`src/rtl/seg_scan_if.sv`:
```
// Host-side bundle for the seven-segment scan driver: value/mode inputs
// plus the digit code, anode strobes and handshake pulses it returns.
interface seg_scan_if;
  logic [15:0] Value;
  logic        Load;
  logic [1:0]  Mode;
  logic [3:0]  Blank_Mask;
  logic [4:0]  Digit;
  logic [3:0]  Anode;
  logic        Load_Ack;
  logic        Frame_Done;

  modport master (
    output Value, Load, Mode, Blank_Mask,
    input  Digit, Anode, Load_Ack, Frame_Done
  );

  modport slave (
    input  Value, Load, Mode, Blank_Mask,
    output Digit, Anode, Load_Ack, Frame_Done
  );
endinterface

```
`src/rtl/seg_scan_driver.sv`:
```
// Time-multiplexed 4-digit common-anode display scanner with guard blanking
// and frame-aligned commit of new values, mode and blank mask.
module seg_scan_driver #(
  parameter int unsigned DWELL_CYCLES = 50000,
  parameter int unsigned GUARD_CYCLES = 500
) (
  input  logic       clk,
  input  logic       rst_n,
  seg_scan_if.slave  bus
);

  localparam int unsigned MAX_CYCLES = (DWELL_CYCLES > GUARD_CYCLES) ? DWELL_CYCLES : GUARD_CYCLES;
  localparam int unsigned CNT_W      = $clog2(MAX_CYCLES) + 1;

  localparam logic [CNT_W-1:0] DWELL_LAST = CNT_W'(DWELL_CYCLES - 1);
  localparam logic [CNT_W-1:0] GUARD_LAST = CNT_W'(GUARD_CYCLES - 1);
  localparam logic [CNT_W-1:0] CNT_ONE    = CNT_W'(1);

  localparam logic [4:0] DIG_PROMPT = 5'd16;
  localparam logic [4:0] DIG_DASH   = 5'd17;

  typedef enum logic {
    ST_GUARD = 1'b0,
    ST_DWELL = 1'b1
  } state_e;

  state_e            state_q, state_d;
  logic [1:0]        idx_q, idx_d;
  logic [CNT_W-1:0]  cnt_q, cnt_d;
  logic [4:0]        digit_q, digit_d;
  logic [15:0]       value_q, value_d;
  logic [1:0]        mode_q, mode_d;
  logic [3:0]        mask_q, mask_d;
  logic [15:0]       pend_val_q, pend_val_d;
  logic              pend_q, pend_d;
  logic              ack_q, ack_d;
  logic              frame_done_q, frame_done_d;

  logic              dwell_end;
  logic              boundary;
  logic [3:0]        anode;

  function automatic logic [4:0] digit_code(input logic [15:0] val,
                                            input logic [1:0]  mode,
                                            input logic [1:0]  idx);
    logic [3:0] nib;
    nib = val[{idx, 2'b00} +: 4];
    case (mode)
      2'b01:   digit_code = DIG_DASH;
      2'b10:   digit_code = (idx == 2'd3) ? DIG_PROMPT : {1'b0, nib};
      default: digit_code = {1'b0, nib};
    endcase
  endfunction

  // NOTE: every signal gets a default first so no path leaves it unassigned and infers a latch.
  always_comb begin
    state_d      = state_q;
    idx_d        = idx_q;
    cnt_d        = cnt_q;
    digit_d      = digit_q;
    value_d      = value_q;
    mode_d       = mode_q;
    mask_d       = mask_q;
    pend_val_d   = pend_val_q;
    pend_d       = pend_q;
    ack_d        = 1'b0;
    frame_done_d = 1'b0;
    dwell_end    = 1'b0;
    boundary     = 1'b0;

    case (state_q)
      ST_GUARD: begin
        if (cnt_q == GUARD_LAST) begin
          state_d = ST_DWELL;
          cnt_d   = '0;
        end else begin
          cnt_d = cnt_q + CNT_ONE;
        end
      end
      ST_DWELL: begin
        if (cnt_q == DWELL_LAST) begin
          state_d   = ST_GUARD;
          cnt_d     = '0;
          idx_d     = idx_q + 2'd1;
          dwell_end = 1'b1;
          boundary  = (idx_q == 2'd3);
        end else begin
          cnt_d = cnt_q + CNT_ONE;
        end
      end
      default: begin
        state_d = ST_GUARD;
        cnt_d   = '0;
      end
    endcase

    // A load on the boundary edge itself bypasses the pending register.
    if (boundary) begin
      frame_done_d = 1'b1;
      mode_d       = bus.Mode;
      mask_d       = bus.Blank_Mask;
      pend_d       = 1'b0;
      if (bus.Load) begin
        value_d = bus.Value;
        ack_d   = 1'b1;
      end else if (pend_q) begin
        value_d = pend_val_q;
        ack_d   = 1'b1;
      end
    end else if (bus.Load) begin
      pend_val_d = bus.Value;
      pend_d     = 1'b1;
    end

    // Uses the freshly committed value/mode so idx 0 of a new frame is consistent.
    if (dwell_end) begin
      digit_d = digit_code(value_d, mode_d, idx_d);
    end
  end

  // NOTE: non-blocking (<=) in clocked blocks so every register samples pre-edge values.
  always_ff @(posedge clk or negedge rst_n) begin
    if (!rst_n) begin
      state_q      <= ST_GUARD;
      idx_q        <= 2'd0;
      cnt_q        <= '0;
      digit_q      <= 5'd0;
      value_q      <= 16'h0000;
      mode_q       <= 2'b00;
      mask_q       <= 4'b0000;
      pend_val_q   <= 16'h0000;
      pend_q       <= 1'b0;
      ack_q        <= 1'b0;
      frame_done_q <= 1'b0;
    end else begin
      state_q      <= state_d;
      idx_q        <= idx_d;
      cnt_q        <= cnt_d;
      digit_q      <= digit_d;
      value_q      <= value_d;
      mode_q       <= mode_d;
      mask_q       <= mask_d;
      pend_val_q   <= pend_val_d;
      pend_q       <= pend_d;
      ack_q        <= ack_d;
      frame_done_q <= frame_done_d;
    end
  end

  // Anodes decode straight from state registers, so reset darkens them immediately.
  always_comb begin
    anode = 4'b1111;
    if (state_q == ST_DWELL && !mask_q[idx_q]) begin
      anode = ~(4'b0001 << idx_q);
    end
  end

  assign bus.Anode      = anode;
  assign bus.Digit      = digit_q;
  assign bus.Load_Ack   = ack_q;
  assign bus.Frame_Done = frame_done_q;

endmodule

```
`src/flat_wrapper.sv`:
```
// flat-port wrapper written by rule: the top's interface ports become plain ports
module seg_scan_driver_flat 
#(
  parameter int unsigned DWELL_CYCLES = 50000,
  parameter int unsigned GUARD_CYCLES = 500
)
  (clk, rst_n, bus_Value, bus_Load, bus_Mode, bus_Blank_Mask, bus_Digit, bus_Anode, bus_Load_Ack, bus_Frame_Done);
  seg_scan_if bus_i ();
  input  logic clk;
  input  logic rst_n;
  input wire logic [$bits(bus_i.Value)-1:0] bus_Value;
  input wire logic [$bits(bus_i.Load)-1:0] bus_Load;
  input wire logic [$bits(bus_i.Mode)-1:0] bus_Mode;
  input wire logic [$bits(bus_i.Blank_Mask)-1:0] bus_Blank_Mask;
  output wire logic [$bits(bus_i.Digit)-1:0] bus_Digit;
  output wire logic [$bits(bus_i.Anode)-1:0] bus_Anode;
  output wire logic [$bits(bus_i.Load_Ack)-1:0] bus_Load_Ack;
  output wire logic [$bits(bus_i.Frame_Done)-1:0] bus_Frame_Done;
  assign bus_i.Value = bus_Value;
  assign bus_i.Load = bus_Load;
  assign bus_i.Mode = bus_Mode;
  assign bus_i.Blank_Mask = bus_Blank_Mask;
  assign bus_Digit = bus_i.Digit;
  assign bus_Anode = bus_i.Anode;
  assign bus_Load_Ack = bus_i.Load_Ack;
  assign bus_Frame_Done = bus_i.Frame_Done;
  seg_scan_driver #(.DWELL_CYCLES(DWELL_CYCLES), .GUARD_CYCLES(GUARD_CYCLES)) u_core (.clk(clk), .rst_n(rst_n), .bus(bus_i));
endmodule
```
`config.mk`:
```
export PLATFORM = sky130hd
export DESIGN_NAME = seg_scan_driver_flat
export DESIGN_NICKNAME = d
export VERILOG_FILES = /design/src/rtl/seg_scan_if.sv /design/src/rtl/seg_scan_driver.sv /design/src/flat_wrapper.sv
export SDC_FILE = /design/constraint.sdc
export NUM_CORES = 1
export LEC_CHECK = 0
export ABC_AREA = 1
export ABC_CLOCK_PERIOD_IN_PS = 2750
export BUFFER_PORTS_ARGS = -buffer_cell sky130_fd_sc_hd__buf_2
export CAP_MARGIN = 20
export CELL_PAD_IN_SITES_DETAIL_PLACEMENT = 0
export CELL_PAD_IN_SITES_GLOBAL_PLACEMENT = 1
export CORE_ASPECT_RATIO = 1.1
export CORE_MARGIN = 1.5
export CORE_UTILIZATION = 32
export DETAILED_ROUTE_END_ITERATION = 10
export PLACE_DENSITY_LB_ADDON = 0.1
export SYNTH_ARGS = -nofsm -noshare
export SYNTH_HDL_FRONTEND = slang
export SYNTH_SLANG_ARGS = --single-unit
```
`constraint.sdc`:
```
create_clock -name clk -period 2.75 [get_ports clk]
set_input_delay 0.1375 -clock clk [delete_from_list [all_inputs] [get_ports clk]]
set_output_delay 0.1375 -clock clk [all_outputs]
set_load 0.005 [all_outputs]
```
==> metrics, run 1 <==
Die ar. between 10000 and 15000 um^2; kind of critical path reg2reg; final hold violation count 0; IO Port Bufs 35; min Tclk post-route 2.417 ns; DRT met1 WL 3641 um; starting density of the core 32.89%; drc violations 0; syn_area_per_cell 8.717 um^2; CORE AREA approximately 10000 um^2; Clk pin slew, worst setup/hold paths 0.06 ns; Place WS roughly 0.23 ns; largest net degree at the start of global routing 32; setup ws final roughly 0.33 ns; R2R depth 15; cts bufs inserted 9; FILL cells 1099; Max VDD drop 0.0003509 V; htree depth 3; Mapped Cells 394; TritonCTS Sinks 66; Rows 39; Setup Buffers After CTS 0; first-pass GRT wire length about 13000 um; Reg area 1652 um^2; Hold WC Path Type in2reg; initial antenna violation count 0; fin nets 470; status complete, no violations; footprint of the multi-input gates 1519 um^2; top layer in use met4; flop2flop setup slack 0.33 ns; unique cell type count in the Yosys netlist 37; ys async rst share 100.0%; layout cells sized above 1 about a fifth; Vias 2627; synth warn 0; setup violators final 0; achievable frequency 0.4138 GHz; root buf cell clkbuf_16; worst r2r src u_core.cnt_q[0]$_DFF_PN0_; CP Max Fanout 9; max capacitance violation total 0; WL final 7785 um; most frequent cells in the layout nand2_1 (103), dfrtp_1 (66), inv_1 (42); commonest non-fill, non-tap cell in the layout nand2_1; CP endpoint kind flop; Avg WL per Cell 13.28 um; most common flop cell mapped by yosys dfrtp_1; RSZ-0062 raised after global routing no; clk_skew 0.004235 ns; Fin Hold WS 0.01170 ns; Crit. Startpoint u_core.cnt_q[0]$_DFF_PN0_; ANT nets after route 0; vias per cell 4.483; IO Pins 36; CTS tree yes; area grow syn2layout 18.91%; Critical Path AT 2.68 ns; die width 101.8 um; worst slew pin tran 0.7518 ns; initial drt markers 108; setup TNS 0 ns; Power Dens Cells approximately 570 nW/um^2; syn nets 426; flops & latches, synth 66; Slew Viols, Final 0; met2 routed WL roughly 3800 um; period utilization around 90%; vias in the first global route 2674; Die Height 111.7 um; post-layout power 0.002346 W; placer congestion estimate 0.7742; CP Capture Point u_core.bus.Digit[1]$_DFFE_PN0P_; Seq/Total Area, Yosys 48.09%; GRT Util Overall 15.30%; clock tree buffer depth 2; Startpoint Class flop; Post-Syn Area 3435 um^2; Post-synth EDFFs 0; data required time of the worst path about 3.0 ns; R2R Path End u_core.bus.Digit[1]$_DFFE_PN0P_; Leak 1.945 nW; total gr overflow 0; hpwl dp 5700 um; wire length on met3 314 um; 1st-pass router iterations 4; Inserted Diodes 0; clock insertion delay at the later pin of the skew report 0.33 ns; Slew HR 49.88%
## cell families after synthesis
family / synth area share [%]
AO/OA/AOI/OAI: 5.501
XOR/XNOR: 2.040
adder cells (fa/ha/maj): 2.550
buffers and inverters: 7.686
flip-flops: 48.09
multiplexers: 4.590
AND/OR/NAND/NOR: 29.54
## power breakdown
| part | total, W | leakage [nW] | internal [W] | switching, W |
|---|---|---|---|---|
| Combinational | 0.000102 | 1.04 | 0.0000459 | 0.0000561 |
| Clock | 0.00124 | 0.156 | 0.000815 | 0.000424 |
| Sequential | 0.00100 | 0.752 | 0.000995 | 0.0000101 |
| Total | 0.00235 | 1.94 | 0.00186 | 0.000490 |
## metrics by stage
stage / area, um^2 / std cells / utilization (%)
floorplan: 3435 / 394 / -
global placement: 3754 / 569 / 35.95
detailed placement: 3754 / 569 / 35.95
CTS: 4084 / 586 / 39.11
global route: 4084 / 586 / 39.11
finish: 4084 / 586 / 39.11
## worst min-delay path by stage
| stage | start | to | cells after the start |
|---|---|---|---|
| floorplan | rst_n | u_core.bus.Digit[0]$_DFFE_PN0P_ | 0 |
| global placement | rst_n | u_core.mask_q[1]$_DFFE_PN0N_ | 1 |
| detailed placement | rst_n | u_core.mask_q[1]$_DFFE_PN0N_ | 1 |
| CTS | bus_Blank_Mask[0] | u_core.mask_q[0]$_DFFE_PN0N_ | 3 |
| global route | bus_Blank_Mask[1] | u_core.mask_q[1]$_DFFE_PN0N_ | 3 |
| finish | bus_Blank_Mask[1] | u_core.mask_q[1]$_DFFE_PN0N_ | 3 |
## Yosys cell counts (6+ instances only)
library cell  number  area [um^2]
mux2_2            14        157.7
o21ai_0           14        70.07
nand2_1          103        386.6
nor3_1             6        30.03
and2_1            12        75.07
nand4_1            6        37.54
inv_1             42        157.7
nor2_1            26        97.59
ha_1               7        87.58
inv_2              6        22.52
dfrtp_1           66         1652
o22ai_1           13        81.33
nand3_1           29        145.1
## sequential cells by signal, indices dropped and copies added, names as in the netlist
signal                 count
u_core.cnt_q              17
u_core.pend_q              1
u_core.mask_q              4
u_core.bus.Frame_Done      1
u_core.bus.Digit           5
u_core.bus.Load_Ack        1
u_core.state_q             1
u_core.pend_val_q         16
u_core.value_q            16
u_core.mode_q              2
u_core.idx_q               2
## critical path, cell delays in order (launching register included)
cell and delay (ns):
dfrtp_1 0.37, ha_1 0.23, nand2_2 0.10, inv_2 0.07, nand2_2 0.06, nor2_4 0.14, nand3_4 0.09, nor2_4 0.13
inv_4 0.08, o21ai_1 0.22, inv_1 0.07, ha_1 0.28, inv_1 0.05, a21oi_1 0.28, nand2_1 0.11, nand2_1 0.07
## metal layers
| metal | vias up | track usage, % |
|---|---|---|
| li1 | 1364 | - |
| met1 | 1220 | 19.93 |
| met2 | 36 | 24.53 |
| met3 | 7 | 3.892 |
| met4 | 0 | 5.278 |
| met5 | - | 0 |
## layout make-up
| class | instances | share of cell area, % |
|---|---|---|
| Clock buffer | 11 | 5.944 |
| Tap cell | 143 | 4.381 |
| Multi-Input combinational cell | 270 | 37.19 |
| Timing Repair Buffer | 40 | 5.270 |
| Inverter | 51 | 4.871 |
| Sequential cell | 66 | 40.44 |
| Clock inverter | 5 | 1.900 |
## repair_timing
item | in CTS | in global routing
gates resized for setup | 0 | 1
endpoints found under the hold margin | 29 | 0
endpoints found under the setup margin | 0 | 4
hold buffers | 1 | 0
(Power assumes the default switching activity.)
==> inputs of run 2 (changes only) <==
--- a/config.mk
+++ b/config.mk
@@ -5,7 +5,6 @@
 export SDC_FILE = /design/constraint.sdc
 export NUM_CORES = 1
 export LEC_CHECK = 0
-export ABC_AREA = 1
 export ABC_CLOCK_PERIOD_IN_PS = 2750
 export BUFFER_PORTS_ARGS = -buffer_cell sky130_fd_sc_hd__buf_2
 export CAP_MARGIN = 20
==> metrics, run 2 <==
htree depth 3 (unchanged); worst r2r src u_core.cnt_q[11]$_DFF_PN0_; final hold violation count 0 (unchanged); R2R Path End u_core.bus.Digit[2]$_DFFE_PN0P_; largest net degree at the start of global routing 29 (-9.4%); status complete, no violations; CP Max Fanout 5 (-4); Die Height 109.3 um (-2.1%); Slew Viols, Final 0 (unchanged); max capacitance violation total 0 (unchanged); Max VDD drop 0.0001590 V (-55%); Buf/Inv on CP 0 (-4); first-pass GRT wire length 13260 um (-0.62%); setup violators final 0 (unchanged); syn_area_per_cell 10.77 um^2 (+24%); initial antenna violation count 0 (unchanged); synth warn 0 (unchanged); fin nets 388 (-17%); clock tree buffer depth 2 (unchanged); Clk pin slew, worst setup/hold paths 0.07 ns (about the same); most common cell in the synthesized netlist dfrtp_1; cts bufs inserted 9 (unchanged); GRT Util Overall 16.09% (+0.78 points); Hold WC Path Type in2reg; Leak 1.724 nW (-11%); ys async rst share 100.0% (unchanged); Power Dens Cells 485.9 nW/um^2 (-15%); post-synth top area share 50.27% (+2.2 points); total gr overflow 0 (unchanged); most frequent cells in the layout dfrtp_1 (65), nand2_1 (46), buf_2 (35); RSZ-0062 raised after global routing no; top flop regs u_core.cnt_q x17, u_core.pend_val_q x16, u_core.value_q x16; kind of critical path reg2reg; WL final 8071 um (+3.7%); Vias 2438 (-7.2%); Avg WL per Cell 16.78 um (+26%); most area-consuming cells after synthesis dfrtp_1 (50%), mux2_2 (5.5%), nand2_1 (5.4%); drc violations 0 (unchanged); Mapped Cells 305 (-23%); commonest non-fill, non-tap cell in the layout dfrtp_1; Yosys top cell by area dfrtp_1; vias in the first global route 2429 (-9.2%); Setup Buffers After CTS 0 (unchanged); IO Port Bufs 35 (unchanged); area grow syn2layout 18.39%; CORE AREA 9937 um^2 (-4.8%); setup TNS 0 ns (unchanged); most common flop cell mapped by yosys dfrtp_1; synth cell count leaders dfrtp_1 (66), nand2_1 (47), nor2_1 (24); ANT nets after route 0 (unchanged); crit path cell chain nor4_4, and4_4, nand2_2, mux2i_1, ha_4, a21o_1, nand3_4, nor2_1, a22oi_1, o211ai_1; Post-DP Area 3621 um^2 (-3.5%); vias per cell 5.069 (+13%); period utilization 92.54% (+4.7 points); CTS tree yes; Top reg by flops u_core.cnt_q; Crit. Startpoint u_core.cnt_q[11]$_DFF_PN0_; max FFs per register 17 (unchanged); starting density of the core 33.06% (+0.17 points); Final Cell Area 3890 um^2 (-4.7%); CP Capture Point u_core.bus.Digit[2]$_DFFE_PN0P_; Stages on worst setup path 10 (-5); flop2flop setup slack 0.21 ns (-0.13 ns); flops & latches, synth 66 (unchanged); IO Pins 36 (unchanged); root buf cell clkbuf_8; TritonCTS Sinks 66 (unchanged); critical path's top delay family simple AND/OR/NAND/NOR gates; Crit path largest cell delay 0.44 ns (+0.07 ns); Rows 38 (-2.6%); unique cell type count in the Yosys netlist 49 (+32%); clk_skew 0.007601 ns (+0.003367 ns); Critical Path AT 2.76 ns (+0.08 ns); achievable frequency 0.3929 GHz (-5.0%); min Tclk post-route 2.545 ns (+0.1282 ns); Fin Hold WS 0.03746 ns (+0.02577 ns); Post-Syn Area 3286 um^2 (-4.3%); Post-synth EDFFs 0 (unchanged); initial drt markers 102 (-5.6%); worst slew pin tran 0.5682 ns (-0.1835 ns); Startpoint Class flop; Die ar. 10890 um^2 (-4.2%); crit path max-delay cell type dfrtp_2; R2R depth 10 (-5); syn nets 337 (-21%); clock insertion delay at the later pin of the skew report 0.34 ns (about the same); Inserted Diodes 0 (unchanged); placer congestion estimate 0.7320 (-5.5%); data required time of the worst path 2.97 ns (-0.04 ns); hpwl dp 5729 um (+0.51%); layout cells sized above 1 26.87% (+5.7 points); Slew HR 62.12% (+12 points); 1st-pass router iterations 4 (unchanged); CP endpoint kind flop; die width 99.62 um (-2.1%); Seq/Total Area, Yosys 50.27% (+2.2 points)
==> run 2: logic make-up after synthesis <==
family,count (synthesis),share of synthesized area [%]
and+or+nand+nor,123,19.19
DFF,66,50.27
AOI/OAI and AO/OA,46,10.70
muxes,24,8.302
buffers and inverters,23,4.036
xor gates and xnor gates,16,4.836
adders and majority gates,7,2.666
==> run 2: power breakdown <==
part | total [W] | internal (W) | switching (W)
logic | 0.000107 | 0.0000503 | 0.0000567
clock network | 0.000774 | 0.000400 | 0.000374
registers | 0.00101 | 0.000996 | 0.0000135
total | 0.00189 | 0.00145 | 0.000444
==> run 2: per-stage QoR <==
| step | setup slack [ns] | std cells | util, % | power (W) |
|---|---|---|---|---|
| 6_report | 0.2051 | 481 | 39.15 | 0.001890 |
| 5_1_grt | 0.03637 | 481 | 39.15 | 0.001975 |
| 4_1_cts | 0.02039 | 481 | 38.78 | 0.001918 |
| 3_5_place_dp | 0.05153 | 460 | 36.44 | 0.001130 |
| 3_3_place_gp | 0.1775 | 460 | 36.44 | 0.001128 |
| 2_1_floorplan | 0.08252 | 305 | - | 0.001072 |
==> run 2: repair_timing <==
item,4_1_cts,5_1_grt
hold endpoints to repair,27,0
setup endpoints to repair,0,4
hold buffers,5,0
gates resized for setup,0,7
==> run 2: cell type report <==
class	instances	area (um^2)
Clock buffer	14	172.7
Clock inverter	2	10.01
Fill cell	1002	6047
Inverter	8	30.03
Multi-Input combinational cell	216	1536
Sequential cell	66	1653
Tap cell	120	150.1
Timing Repair Buffer	55	337.8
==> run 2: how the worst min path moves through the flow <==
stage	startpoint	endpoint	slack (ns)	cells past startpoint
floorplan	rst_n	u_core.bus.Digit[0]$_DFFE_PN0P_	-0.16	0
global placement	rst_n	u_core.cnt_q[13]$_DFF_PN0_	0.18	1
detailed placement	rst_n	u_core.cnt_q[13]$_DFF_PN0_	0.18	1
CTS	bus_Value[6]	u_core.pend_val_q[6]$_DFFE_PN0P_	0.03	2
global route	bus_Value[7]	u_core.pend_val_q[7]$_DFFE_PN0P_	0.03	2
finish	bus_Value[7]	u_core.pend_val_q[7]$_DFFE_PN0P_	0.04	2
==> run 2: metal layers <==
metal	vias up	wire, um	track usage (%)
li1	1186	-	-
met1	1198	4045	22.62
met4	0	116	5.634
met5	-	0	0
met2	44	3646	24.51
met3	10	262	3.526
